[src/rtl/proc_csr_io_pkg.sv]
// Shared constants and types for the TinyRV1 CSR I/O unit: fixed CSR addresses,
// default channel bases and the bit layout of the status CSR.
package proc_csr_io_pkg;

    localparam int DATA_W = 32;

    typedef logic [11:0] csr_addr_t;

    localparam csr_addr_t CSR_CYCLE    = 12'hFC0;
    localparam csr_addr_t CSR_STATUS   = 12'hFC1;
    localparam csr_addr_t DEF_IN_BASE  = 12'hFC2;
    localparam csr_addr_t DEF_OUT_BASE = 12'h7C2;

    // Status CSR: FIFO j full at bit j, FIFO j nonempty at bit 8+j
    localparam int STATUS_FULL_OFS   = 0;
    localparam int STATUS_NEMPTY_OFS = 8;

endpackage

[src/rtl/proc_csr_fifo.sv]
// 32-bit synchronous FIFO backing one output stream; full/empty come straight
// from the registered count so they never depend on this cycle's dequeue.
module proc_csr_fifo
    import proc_csr_io_pkg::*;
#(
    parameter int DEPTH = 4
) (
    input  logic              clk_i,
    input  logic              rst_ni,
    input  logic              enq_val_i,
    input  logic [DATA_W-1:0] enq_data_i,
    input  logic              deq_rdy_i,
    output logic              deq_val_o,
    output logic [DATA_W-1:0] deq_data_o,
    output logic              full_o,
    output logic              empty_o
);

    localparam int PTR_W = $clog2(DEPTH);
    localparam int CNT_W = PTR_W + 1;

    logic [DATA_W-1:0] mem_q [DEPTH];
    logic [PTR_W-1:0]  wrPtr_q, wrPtr_d;
    logic [PTR_W-1:0]  rdPtr_q, rdPtr_d;
    logic [CNT_W-1:0]  cnt_q, cnt_d;
    logic              enq, deq;

    assign full_o     = (cnt_q == CNT_W'(DEPTH));
    assign empty_o    = (cnt_q == '0);
    assign deq_val_o  = ~empty_o;
    assign deq_data_o = mem_q[rdPtr_q];
    assign enq        = enq_val_i & ~full_o;
    assign deq        = deq_rdy_i & ~empty_o;

    // Pointers wrap for free because DEPTH is a power of two
    always_comb begin
        wrPtr_d = wrPtr_q + PTR_W'(enq);
        rdPtr_d = rdPtr_q + PTR_W'(deq);
        cnt_d   = cnt_q + CNT_W'(enq) - CNT_W'(deq);
    end

    always_ff @(posedge clk_i or negedge rst_ni) begin
        if (!rst_ni) begin
            wrPtr_q <= '0;
            rdPtr_q <= '0;
            cnt_q   <= '0;
        end else begin
            wrPtr_q <= wrPtr_d;
            rdPtr_q <= rdPtr_d;
            cnt_q   <= cnt_d;
        end
    end

    always_ff @(posedge clk_i) begin
        if (enq) begin
            mem_q[wrPtr_q] <= enq_data_i;
        end
    end

endmodule

[src/rtl/proc_csr_io.sv]
// Parametrised CSR I/O unit: sampled input channels, level + streamed output
// channels, cycle counter and status CSR, with write back-pressure as a stall.
module proc_csr_io
    import proc_csr_io_pkg::*;
#(
    parameter int        NUM_IN     = 3,
    parameter int        NUM_OUT    = 3,
    parameter int        FIFO_DEPTH = 4,
    parameter csr_addr_t IN_BASE    = DEF_IN_BASE,
    parameter csr_addr_t OUT_BASE   = DEF_OUT_BASE
) (
    input  logic                    clk,
    input  logic                    rst,
    input  logic [NUM_IN*32-1:0]    in_data,
    input  logic                    csrr_val,
    input  logic [11:0]             csrr_addr,
    output logic [31:0]             csrr_rdata,
    input  logic                    csrw_val,
    output logic                    csrw_rdy,
    input  logic [11:0]             csrw_addr,
    input  logic [31:0]             csrw_wdata,
    output logic                    csr_illegal,
    output logic [NUM_OUT*32-1:0]   out_data,
    output logic [NUM_OUT-1:0]      outq_val,
    input  logic [NUM_OUT-1:0]      outq_rdy,
    output logic [NUM_OUT*32-1:0]   outq_data
);

    logic [NUM_IN-1:0][31:0]  inSmp_q;
    logic [NUM_OUT-1:0][31:0] outData_q, outData_d;
    logic [31:0]              cycle_q;

    logic [NUM_OUT-1:0] fifoFull, fifoEmpty, wrSel, enq;
    logic [31:0]        status;
    logic               wrHit, rdIllegal;
    csr_addr_t          rdOfs, wrOfs;

    // Offsets wrap modulo 2^12, so addresses below the base land far out of range
    assign rdOfs = csrr_addr - IN_BASE;
    assign wrOfs = csrw_addr - OUT_BASE;

    always_comb begin
        wrSel = '0;
        for (int j = 0; j < NUM_OUT; j++) begin
            wrSel[j] = (wrOfs == csr_addr_t'(j));
        end
    end

    assign wrHit    = |wrSel;
    assign csrw_rdy = ~|(wrSel & fifoFull);
    assign enq      = {NUM_OUT{csrw_val}} & wrSel & ~fifoFull;

    always_comb begin
        outData_d = outData_q;
        for (int j = 0; j < NUM_OUT; j++) begin
            if (enq[j]) begin
                outData_d[j] = csrw_wdata;
            end
        end
    end

    always_ff @(posedge clk or negedge rst) begin
        if (!rst) begin
            inSmp_q   <= '0;
            outData_q <= '0;
            cycle_q   <= '0;
        end else begin
            inSmp_q   <= in_data;
            outData_q <= outData_d;
            cycle_q   <= cycle_q + 32'd1;
        end
    end

    always_comb begin
        status = '0;
        for (int j = 0; j < NUM_OUT; j++) begin
            status[STATUS_FULL_OFS + j]   = fifoFull[j];
            status[STATUS_NEMPTY_OFS + j] = ~fifoEmpty[j];
        end
    end

    always_comb begin
        csrr_rdata = '0;
        rdIllegal  = 1'b0;
        if (csrr_addr == CSR_CYCLE) begin
            csrr_rdata = cycle_q;
        end else if (csrr_addr == CSR_STATUS) begin
            csrr_rdata = status;
        end else if (rdOfs < csr_addr_t'(NUM_IN)) begin
            for (int i = 0; i < NUM_IN; i++) begin
                if (rdOfs == csr_addr_t'(i)) begin
                    csrr_rdata = inSmp_q[i];
                end
            end
        end else begin
            rdIllegal = 1'b1;
        end
    end

    assign csr_illegal = (csrr_val & rdIllegal) | (csrw_val & ~wrHit);
    assign out_data    = outData_q;

    for (genvar j = 0; j < NUM_OUT; j++) begin : g_outq
        proc_csr_fifo #(
            .DEPTH (FIFO_DEPTH)
        ) u_fifo (
            .clk_i      (clk),
            .rst_ni     (rst),
            .enq_val_i  (enq[j]),
            .enq_data_i (csrw_wdata),
            .deq_rdy_i  (outq_rdy[j]),
            .deq_val_o  (outq_val[j]),
            .deq_data_o (outq_data[j*32 +: 32]),
            .full_o     (fifoFull[j]),
            .empty_o    (fifoEmpty[j])
        );
    end

endmodule

[config.mk]
export PLATFORM = sky130hd
export DESIGN_NAME = proc_csr_io
export DESIGN_NICKNAME = d
export VERILOG_FILES = /design/src/rtl/proc_csr_io_pkg.sv /design/src/rtl/proc_csr_fifo.sv /design/src/rtl/proc_csr_io.sv
export SDC_FILE = /design/constraint.sdc
export NUM_CORES = 1
export LEC_CHECK = 0
export CORE_MARGIN = 8
export CORE_UTILIZATION = 30
export DETAILED_ROUTE_END_ITERATION = 10
export GPL_TIMING_DRIVEN = 0
export SKIP_LAST_GASP = 1
export SLEW_MARGIN = 20
export SYNTH_ARGS = -nofsm -noshare
export SYNTH_HDL_FRONTEND = slang
export SYNTH_SLANG_ARGS = --single-unit
[constraint.sdc]
create_clock -name clk -period 8.3 [get_ports clk]
set_input_delay 1.66 -clock clk [delete_from_list [all_inputs] [get_ports clk]]
set_output_delay 1.66 -clock clk [all_outputs]
set_load 0.01 [all_outputs]
# Word level (Yosys, flattened, before mapping)
# Memory sizes are Yosys's and may differ from the RTL's.
# Cells that the tools add are included.
# classes
magnitude_cmp	1
bitwise	20
add_sub_neg	15
n_mux	15
n_reduce_logical	8
eq_ne	9
# ops
operator	n
$mux 32	6
$add 32x1->32 const B	1
$eq 12x1->1 const B	2
$eq 12x12->1 const B	2
$eq 12x2->1 const B	2
$logic_not 12->1	2
$add 2x1->2	6
$lt 12x2->1 const B	1
$sub 12x11->12 const B	1
$sub 12x12->12 const B	1
$add 3x1->3	3
$and 3x3->3	3
$eq 3x3->1 const B	3
$logic_not 3->1	3
$mux 1	9
$sub 3x1->3	3
$and 1x1->1	8
$not 1->1	7
$reduce_or 3->1	2
$not 3->3	1
$logic_not 1->1	1
$or 1x1->1	1
# word_totals
ff_bits	245
mem_count	3
output_inout_bits	229
ram_bits	384
inputBits	159
elab_cells	87
# mem_list
memory	words	word_bits	rd	rd_clocked_by_memory_dff	write_ports	line	source
g_outq[0].u_fifo.mem_q	4	32	1	0	1	proc_csr_fifo.sv:22	logic [DATA_W-1:0] mem_q [DEPTH];
g_outq[1].u_fifo.mem_q	4	32	1	0	1	proc_csr_fifo.sv:22	
g_outq[2].u_fifo.mem_q	4	32	1	0	1	proc_csr_fifo.sv:22	

# Logic depth before layout (Yosys ltp)
# Gate-level depths: netlist (run 1).
# logic_depth
word_depth	8
mapped_depth	12
mapped_depth_nobuf	12

# By module
# Synthesis (run 1) repeated with hierarchy kept, for this count alone.
# unflattened
hier_cells	1242
hier_area_um2	24307.1
# by_module_without_submodules
module	cells_each	instances	area_each_um2
proc_csr_fifo	197	3	5031.1
proc_csr_io	651	1	9213.8

# Worst setup path before layout (run 1)
# No wires, ideal clock.
# synth_path
path_type	in2reg
from	input port csrw_addr[1]
to	memory g_outq[0].u_fifo.mem_q[1][0], enable pin
path_buffers	0
path_slack_ns	1.942
arrival_time_ns	5.890
t_required_ns	7.832
path_stages	7
setup_ns	0.468
cell_sequence	inv_1 -> ha_1 -> or4b_4 -> a41o_1 -> nor4_4 -> nand4_1 -> nor3b_1
# synth_between
elab_chain_cells	7
# synth_lines
element	line	source
start: declaration	proc_csr_io.sv:20	input logic [11:0] csrw_addr,
$sub 12x11->12	proc_csr_io.sv:40	assign wrOfs = csrw_addr - OUT_BASE;
$logic_not 12->1	proc_csr_io.sv:45	wrSel[j] = (wrOfs == csr_addr_t'(j));
$and 3x3->3 (2 in a row)	proc_csr_io.sv:51	assign enq = {NUM_OUT{csrw_val}} & wrSel & ~fifoFull;
$and 1x1->1	proc_csr_fifo.sv:32	assign enq = enq_val_i & ~full_o;
$mux 1	proc_csr_fifo.sv:55	if (enq) begin
$mux 1 (not written as such)	proc_csr_fifo.sv:56	mem_q[wrPtr_q] <= enq_data_i;
end: declaration	proc_csr_fifo.sv:22	
# No other way between the ends.

# Worst setup path in the final report (run 1)
# layout_path
from	input port csrr_addr[5]
to	output port csrr_rdata[17]
# layout_between
elab_chain_cells	8
# layout_lines
element	line	source
start: declaration	proc_csr_io.sv:16	input logic [11:0] csrr_addr,
branches (longest 7 deep; another with $sub 12x12->12)	n/a	
$mux 32 (*)	proc_csr_io.sv:85	if (csrr_addr == CSR_CYCLE) begin
end: declaration	proc_csr_io.sv:17	output logic [31:0] csrr_rdata,
# Mark *: on every way between the ends.

==> results of run 1 <==
area by class of cell:
type | instances | area (µm²)
fill | 7066 | 46700
clock inverter | 41 | 552
multi-input combinational | 516 | 5660
tap | 1050 | 1310
inverter | 24 | 90.1
timing repair buffer | 429 | 4290
clock buffer | 88 | 1920
buffer | 59 | 305
sequential | 629 | 17700
power breakdown:
part / switching [W] / internal (W) / total, W
combinational: 0.000931 / 0.000996 / 0.00193
clock: 0.00130 / 0.00198 / 0.00328
sequential: 0.0000429 / 0.00340 / 0.00344
sequential cells by signal, indices dropped and copies added, names as in the netlist:
name                   flops
cycle_q                   32
g_outq.u_fifo.cnt_q        9
g_outq.u_fifo.mem_q      384
g_outq.u_fifo.rdPtr_q      6
g_outq.u_fifo.wrPtr_q      6
inSmp_q                   96
out_data                  96
layer usage:
| layer | global-route usage | vias up |
|---|---|---|
| met5 | 0 | - |
| met4 | 0.0359 | 0 |
| met3 | 0.0444 | 82 |
| met2 | 0.252 | 388 |
| met1 | 0.184 | 6863 |
| li1 | - | 5756 |
Yosys cell counts (all sizes together), types with 3 or more instances:
master	number	area share
a22o	27	0.010
and2	7	0.0019
a21oi	14	0.0030
nand3	16	0.0034
nand4	11	0.0048
inv	24	0.0038
edfxtp	384	0.49
xor2	14	0.0052
nor3	17	0.0036
o21ai	32	0.0068
xnor2	28	0.010
ha	15	0.0079
mux2	96	0.047
nand2	48	0.0076
and3	8	0.0021
nor3b	8	0.0025
fa	3	0.0025
clkbuf	35	0.0056
buf	24	0.0071
mux4	96	0.091
and4	6	0.0022
dfrtp	245	0.26
mux2i	33	0.014
nor2	17	0.0027
logic make-up (layout without fill, tap and decap cells):
| kind of cell | Yosys count | in the layout | synth area share |
|---|---|---|---|
| AND/OR/NAND/NOR | 146 | 146 | 0.0341 |
| AO/OA/AOI/OAI | 85 | 85 | 0.0244 |
| buffers and inverters | 83 | 641 | 0.0165 |
| XOR/XNOR | 42 | 42 | 0.0155 |
| flip-flops | 629 | 629 | 0.747 |
| adder cells (fa/ha/maj) | 18 | 18 | 0.0105 |
| multiplexers | 225 | 225 | 0.152 |
through the flow:
| stage | total power [W] | util |
|---|---|---|
| after global routing | 0.00903 | 0.405 |
| after floorplan | 0.00444 | - |
| after global placement | 0.00546 | 0.367 |
| after CTS | 0.00882 | 0.405 |
| after detailed placement | 0.00549 | 0.374 |
| final | 0.00865 | 0.405 |
worst paths after layout:
kind	start	to	slack [ps]	cells past startpoint
max reg2reg	g_outq[2].u_fifo.cnt_q[2]	g_outq[2].u_fifo.mem_q[2][21]	5460	6
max in group asynchronous	rst	out_data[73]	6000	3
min	cycle_q[0]	cycle_q[0]	490	1
max	csrr_addr[5]	csrr_rdata[17]	1430	8
min in group asynchronous	rst	out_data[62]	990	1
min reg2reg	cycle_q[0]	cycle_q[0]	490	1
worst max-delay path: stages:
cell and delay, ps:
clkdlybuf4s50_1 470, or4_1 570, or4_1 410, clkbuf_1 180
nor2_1 630, clkbuf_1 470, a22o_1 220, clkdlybuf4s50_1 590
==> results.json, run 1 <==
{
  "status": "completed",
  "die_y_um": 297,
  "crit_type": "primary input to output pin",
  "setup_violations": 0,
  "numCtsBuffers": 70,
  "syn_area_mm2": 0.0237,
  "dr.pass1.iters": 5,
  "grt_pass1_vias": 14600,
  "ir_worst_vdd_mv": 0.134,
  "met2_length_mm": 32.6,
  "p_per_area_mw_per_mm2": 272,
  "max_slew_margin": 0.319,
  "clk_pin_slew_ps": 60,
  "placedInstanceArea_mm2": 0.0293,
  "async_reset_ff_frac": 0.390,
  "slew_viol_final": 0,
  "syn_inst": 1228,
  "hp-class": "register to register",
  "yosysWarnings": 0,
  "wl_met3_mm": 4.41,
  "rsz0062_at_grt": "false",
  "clock_path_buffers": 3,
  "period_share": 0.827,
  "ys_types": 45,
  "worstMarginPinSlew_ps": 1020,
  "grt_pass1_wl_mm": 98.5,
  "pre_cts_ws_ps": 1410,
  "critPathRequiredTime_ps": 6640,
  "initial_utilization": 0.301,
  "core_area_mm2": 0.0785,
  "clkSinkCount": 629,
  "die_x_um": 297,
  "wl_met1_mm": 27.7,
  "syn_to_final_growth_pct": 34.4,
  "leakage_nw": 12.0,
  "synthFlopType": "edfxtp_1",
  "fmax_mhz": 146,
  "grt_max_degree": 96,
  "ios": 388,
  "synth_seq_cells": 629,
  "cts_root_buf": "clkbuf_16",
  "worst_setup_path_end_kind": "output pin",
  "critPathMaxFanout": 10,
  "synth_edf_count": 384,
  "layout_commonest_cell": "edfxtp_1",
  "io_buffers": 384,
  "hold_viol_final": 0,
  "ys_seq_area_frac": 0.747,
  "drc_errors": 0,
  "syn_nets": 1405,
  "wl_mm": 65.9,
  "grt.total_usage": 0.148,
  "stdcell_area_mm2": 0.0318,
  "fin_nets": 1906,
  "hpwl_mm": 48.0,
  "rows": 103,
  "cts_max_level": 3,
  "drt_iter0_drc": 671,
  "top_layer": "met4",
  "start_kind": "primary input",
  "place_congestion": 0.769,
  "vias_per_cell": 4.62,
  "dp.cells": 2707,
  "period_minus_slack_ps": 6870,
  "via_count": 13100,
  "insertion_delay_ps": 600,
  "final_cell_mix": "edfxtp_1, clkdlybuf4s50_1, dfrtp_1",
  "cp.arrival_ps": 5210,
  "cts_tree": "done",
  "dieArea_mm2": 0.0881,
  "antenna_found_initial": 1,
  "diodes": 0,
  "maxCapViolCount": 0,
  "setup_slack_ps": 1430,
  "fin_tns_setup_ps": 0,
  "ctsResizeCount": 0,
  "drive_above_1_share": 0.218,
  "layout.cells.non_filler": 2836,
  "ant_nets": 0,
  "grt_remaining_overflow": 0,
  "avgSynthCellArea_um2": 19.3,
  "whs_ps": 487,
  "postCtsHoldBufs": 0,
  "fin_skew_ps": 26.4,
  "postCtsSetupRepairBufs": 0,
  "wire_per_inst_um": 23.2
}
(Power assumes the default switching activity.)
==> run 2: changes to the inputs <==
clock period = 5.9 ns   (was 8.3 ns; I/O delays follow)
==> results.json, run 2 (same netlist as run 1, synthesis figures left out) <==
{
  "hpwl_mm": 48.0,
  "r2r-end": "g_outq[2].u_fifo.mem_q[2][21]",
  "hold_path_end": "cycle_q[0]",
  "place_congestion": 0.769,
  "grt.total_usage": 0.148,
  "crit_type": "primary input to output pin",
  "rsz0062_at_grt": "false",
  "pre_cts_ws_ps": -25.6,
  "setup_violations": 0,
  "core_area_mm2": 0.0785,
  "clkSinkCount": 629,
  "power_frac_comb": 0.223,
  "ios": 388,
  "period_minus_slack_ps": 5700,
  "critPathRequiredTime_ps": 4720,
  "dr.pass1.iters": 5,
  "wire_per_inst_um": 23.2,
  "multi_input_area_mm2": 0.00566,
  "rows": 103,
  "antenna_found_initial": 1,
  "clk_pin_slew_ps": 60,
  "critPathMaxFanout": 10,
  "layout_commonest_cell": "edfxtp_1",
  "hold_viol_final": 0,
  "dp.cells": 2707,
  "worstHoldStart": "cycle_q[0]",
  "grt_pass1_vias": 14600,
  "p_int_w": 0.00897,
  "worstMarginPinSlew_ps": 1030,
  "die_y_um": 297,
  "status": "completed",
  "diodes": 0,
  "grt_remaining_overflow": 0,
  "hp-class": "register to register",
  "max_slew_margin": 0.315,
  "p_clk_frac": 0.379,
  "fin_skew_ps": 26.7,
  "io_buffers": 384,
  "postCtsHoldBufs": 0,
  "largest-register": "g_outq.u_fifo.mem_q",
  "drt_iter0_drc": 673,
  "ant_nets": 0,
  "fmax_mhz": 175,
  "power.switching_w": 0.00320,
  "r2r_start": "g_outq[2].u_fifo.cnt_q[2]",
  "maxCapViolCount": 0,
  "ir_worst_vdd_mv": 0.189,
  "worstRegToRegCells": 6,
  "drc_errors": 0,
  "largest_reg_flops": 384,
  "swShare": 0.263,
  "dieArea_mm2": 0.0881,
  "insertion_delay_ps": 600,
  "fin_util": 0.405,
  "fin_tns_setup_ps": 0,
  "die_x_um": 297,
  "worstHoldPathCells": 1,
  "vias_per_cell": 4.60,
  "cts_max_level": 3,
  "area.sequential_mm2": 0.0177,
  "clock_path_buffers": 3,
  "drive_above_1_share": 0.218,
  "final_cell_mix": "edfxtp_1, clkdlybuf4s50_1, dfrtp_1",
  "slew_viol_final": 0,
  "via_count": 13100,
  "layout.cells.non_filler": 2836,
  "cts_root_buf": "clkbuf_16",
  "leakage_nw": 12.0,
  "grt_pass1_wl_mm": 98.5,
  "start_kind": "primary input",
  "cp.arrival_ps": 4520,
  "worst_setup_path_end_kind": "output pin",
  "wl_mm": 65.9,
  "initial_utilization": 0.301,
  "p_per_area_mw_per_mm2": 383,
  "setup_slack_ps": 201,
  "period_share": 0.966,
  "fillCellCount": 7064,
  "postCtsSetupRepairBufs": 0,
  "cts_tree": "done",
  "r2r_slack_ps": 3060,
  "numCtsBuffers": 70,
  "fin_nets": 1906,
  "grt_max_degree": 96,
  "whs_ps": 486,
  "p_seq_frac": 0.398,
  "syn_to_final_growth_pct": 34.4
}
run 2: cell counts in the layout (fill, tap and decap cells not counted):
Identical to the previous run, type by type.
run 2: final cells by class:
cell class	instances	share of cell area
repair buffers	429	0.135
flip-flops and latches	629	0.556
inverters	24	0.00283
multi-input cells	516	0.178
well taps	1050	0.0413
clock buffers	88	0.0604
plain buffers	59	0.00960
clock inverters	41	0.0174
run 2: worst max path at each step:
stage          depth (start not counted)         start                      endpoint  slack, ps
6_report                               8  csrr_addr[5]                csrr_rdata[17]        200
5_1_grt                                9  csrw_addr[1]                   csr_illegal         40
4_1_cts                                8  csrr_addr[5]                csrr_rdata[17]        170
3_5_place_dp                           8  csrr_addr[5]                csrr_rdata[17]        -30
3_3_place_gp                           1           rst                  out_data[38]      -7030
2_1_floorplan                          7  csrw_addr[1]  g_outq[0].u_fifo.mem_q[1][0]         20
run 2: timing repair:
action	4_1_cts	5_1_grt
endpoints found under the hold margin	0	0
gates resized for setup	1	0
setup endpoints to repair	10	0
run 2: worst max-delay path, cell delays in order:
cell	delay (ps)
clkdlybuf4s50_1	470
or4_1	570
or4_1	410
clkbuf_1	180
nor2_2	430
clkbuf_1	460
a22o_1	220
clkdlybuf4s50_1	590
run 2: metal layers:
metal / wire length (µm) / GRT usage
met1: 27500 / 0.184
met4: 1270 / 0.0359
met5: 0 / 0
met3: 4510 / 0.0444
met2: 32600 / 0.252
run 2: through the flow:
step           power [W]  cell area, µm²
2_1_floorplan    0.00624           23700
3_3_place_gp     0.00768           28800
3_5_place_dp     0.00772           29300
4_1_cts           0.0124           31800
5_1_grt           0.0127           31800
6_report          0.0122           31800
run 2: power by group through the flow:
stage                     Clock, W  Combinational (W)  Sequential (W)
after floorplan                  0            0.00132         0.00492
after global placement           0            0.00275         0.00493
after detailed placement         0            0.00279         0.00493
after CTS                  0.00477            0.00280         0.00485
after global routing       0.00493            0.00292         0.00485
final                      0.00462            0.00271         0.00485
==> run 3: changes to the inputs <==
--- a/config.mk
+++ b/config.mk
@@ -7,7 +7,9 @@
 export LEC_CHECK = 0
 export CORE_MARGIN = 8
-export CORE_UTILIZATION = 30
+export CORE_UTILIZATION = 50
+export CTS_BUF_LIST = sky130_fd_sc_hd__clkbuf_8
 export DETAILED_ROUTE_END_ITERATION = 10
 export GPL_TIMING_DRIVEN = 0
+export PLACE_DENSITY = 0.79
 export SKIP_LAST_GASP = 1
 export SLEW_MARGIN = 20
==> constraint.sdc (replaced) <==
create_clock -name clk -period 5.9 [get_ports clk]
set_input_delay 1.18 -clock clk [delete_from_list [all_inputs] [get_ports clk]]
set_output_delay 1.18 -clock clk [all_outputs]
set_load 0.005 [all_outputs]
==> results.json, run 3 (same netlist as run 1, synthesis figures left out) <==
{
  "wire_per_inst_um": 24.2,
  "numCtsBuffers": 99,
  "largest_reg_flops": 384,
  "fin_skew_ps": 54.1,
  "dr.pass1.iters": 5,
  "p_per_area_mw_per_mm2": 358,
  "cts_max_level": 3,
  "start_kind": "primary input",
  "period_share": 0.962,
  "core_area_mm2": 0.0467,
  "path_cells": "clkdlybuf4s50_1 -> or4_1 -> or4_1 -> clkbuf_1 -> nor2_2 -> clkbuf_1 -> a22o_1 -> clkdlybuf4s50_1",
  "grt_pass1_wl_mm": 88.5,
  "dieArea_mm2": 0.0545,
  "setup_violations": 0,
  "drt_iter0_drc": 974,
  "maxCapViolCount": 0,
  "cp.buffers_inverters": 4,
  "die_x_um": 234,
  "via_count": 13400,
  "leakage_nw": 11.9,
  "drc_errors": 0,
  "worstMarginPinSlew_ps": 1080,
  "drive_above_1_share": 0.222,
  "grt_remaining_overflow": 0,
  "initial_utilization": 0.507,
  "grt.total_usage": 0.219,
  "clk_pin_slew_ps": 50,
  "worst_setup_path_end_kind": "output pin",
  "slowest_delay_ps": 560,
  "cts_root_buf": "clkbuf_8",
  "max_slew_margin": 0.283,
  "grt_pass1_vias": 14500,
  "rows": 79,
  "final_cell_mix": "edfxtp_1, clkdlybuf4s50_1, dfrtp_1",
  "die_y_um": 234,
  "cp.arrival_ps": 4500,
  "whs_ps": 442,
  "ir_worst_vdd_mv": 0.187,
  "io_buffers": 384,
  "total_power_w": 0.0110,
  "rsz0062_at_grt": "false",
  "syn_to_final_growth_pct": 29.9,
  "ios": 388,
  "crit_type": "primary input to output pin",
  "clkSinkCount": 629,
  "critPathMaxFanout": 10,
  "cp_top_family": "buffers and inverters",
  "grt_max_degree": 96,
  "ant_nets": 0,
  "insertion_delay_ps": 700,
  "layout_commonest_cell": "edfxtp_1",
  "clock_path_buffers": 3,
  "status": "completed",
  "hp-class": "primary input to async pin",
  "fin_nets": 1931,
  "wl_mm": 59.2,
  "antenna_found_initial": 2,
  "cts_tree": "done",
  "vias_per_cell": 5.46,
  "hpwl_mm": 42.3,
  "period_minus_slack_ps": 5680,
  "critPathRequiredTime_ps": 4720,
  "fmax_mhz": 176,
  "slew_viol_final": 0,
  "largest-register": "g_outq.u_fifo.mem_q",
  "hold_viol_final": 0,
  "slowest_stage": "clkdlybuf4s50_1",
  "place_congestion": 0.812
}
## run 3: cell count changes in the layout (fill, tap and decap cells not counted), sizes merged
| cell | change |
|---|---|
| bufinv | -4 |
| buf | -3 |
| clkbuf | +18 |
| diode | +3 |
| clkinv | +17 |
| inv | +21 |
## run 3: through the flow
stage	util	setup slack, ps	area (µm²)	std cells	TNS, ps
after floorplan	-	22.0	23700	1228	0
after global placement	0.606	-6610	28300	2219	-2478980
after detailed placement	0.616	118	28700	2260	0
after CTS	0.658	52.0	30700	2442	0
after global routing	0.658	55.4	30700	2443	0
final	0.659	223	30700	2445	0
## run 3: path summary, 6_finish.rpt
check | from | to | slack (ps) | depth (start not counted)
max reg2reg | g_outq[2].u_fifo.cnt_q[2] | g_outq[2].u_fifo.mem_q[1][22] | 2950 | 7
min | rst | out_data[94] | 440 | 1
min reg2reg | cycle_q[0] | cycle_q[0] | 470 | 1
max in group asynchronous | rst | out_data[42] | 4170 | 3
max | csrr_addr[3] | csrr_rdata[22] | 220 | 8
min in group clk | cycle_q[0] | cycle_q[0] | 470 | 1
## run 3: timing repair
item	CTS	global route
resized for setup	0	1
setup buffers	0	0
hold buffers	0	0
setup endpoints to repair	0	16
hold endpoints to repair	0	0
## run 3: final cells by class
cell class	instances	area (µm²)
Inverter	24	90.1
Buffer	59	302
Antenna cell	3	7.51
Tap cell	607	759
Multi-Input combinational cell	516	5660
Timing Repair Buffer	425	4260
Sequential cell	629	17700
Clock inverter	75	512
Fill cell	3073	15900
Clock buffer	107	1470
## run 3: report_power, final
part	switching (W)	internal (W)	leakage, nW
Sequential	0.0000607	0.00479	6.60
Combinational	0.00112	0.00139	4.15
Clock	0.00168	0.00195	1.12
## run 3: layer usage
layer  global-route usage  wire, µm  up-vias
met5                    0        13        -
met4               0.0802      1600        2
met3               0.0628      5180       99
met2                0.371     29600      542
met1                0.265     22800     6902
li1                     -         -     5812
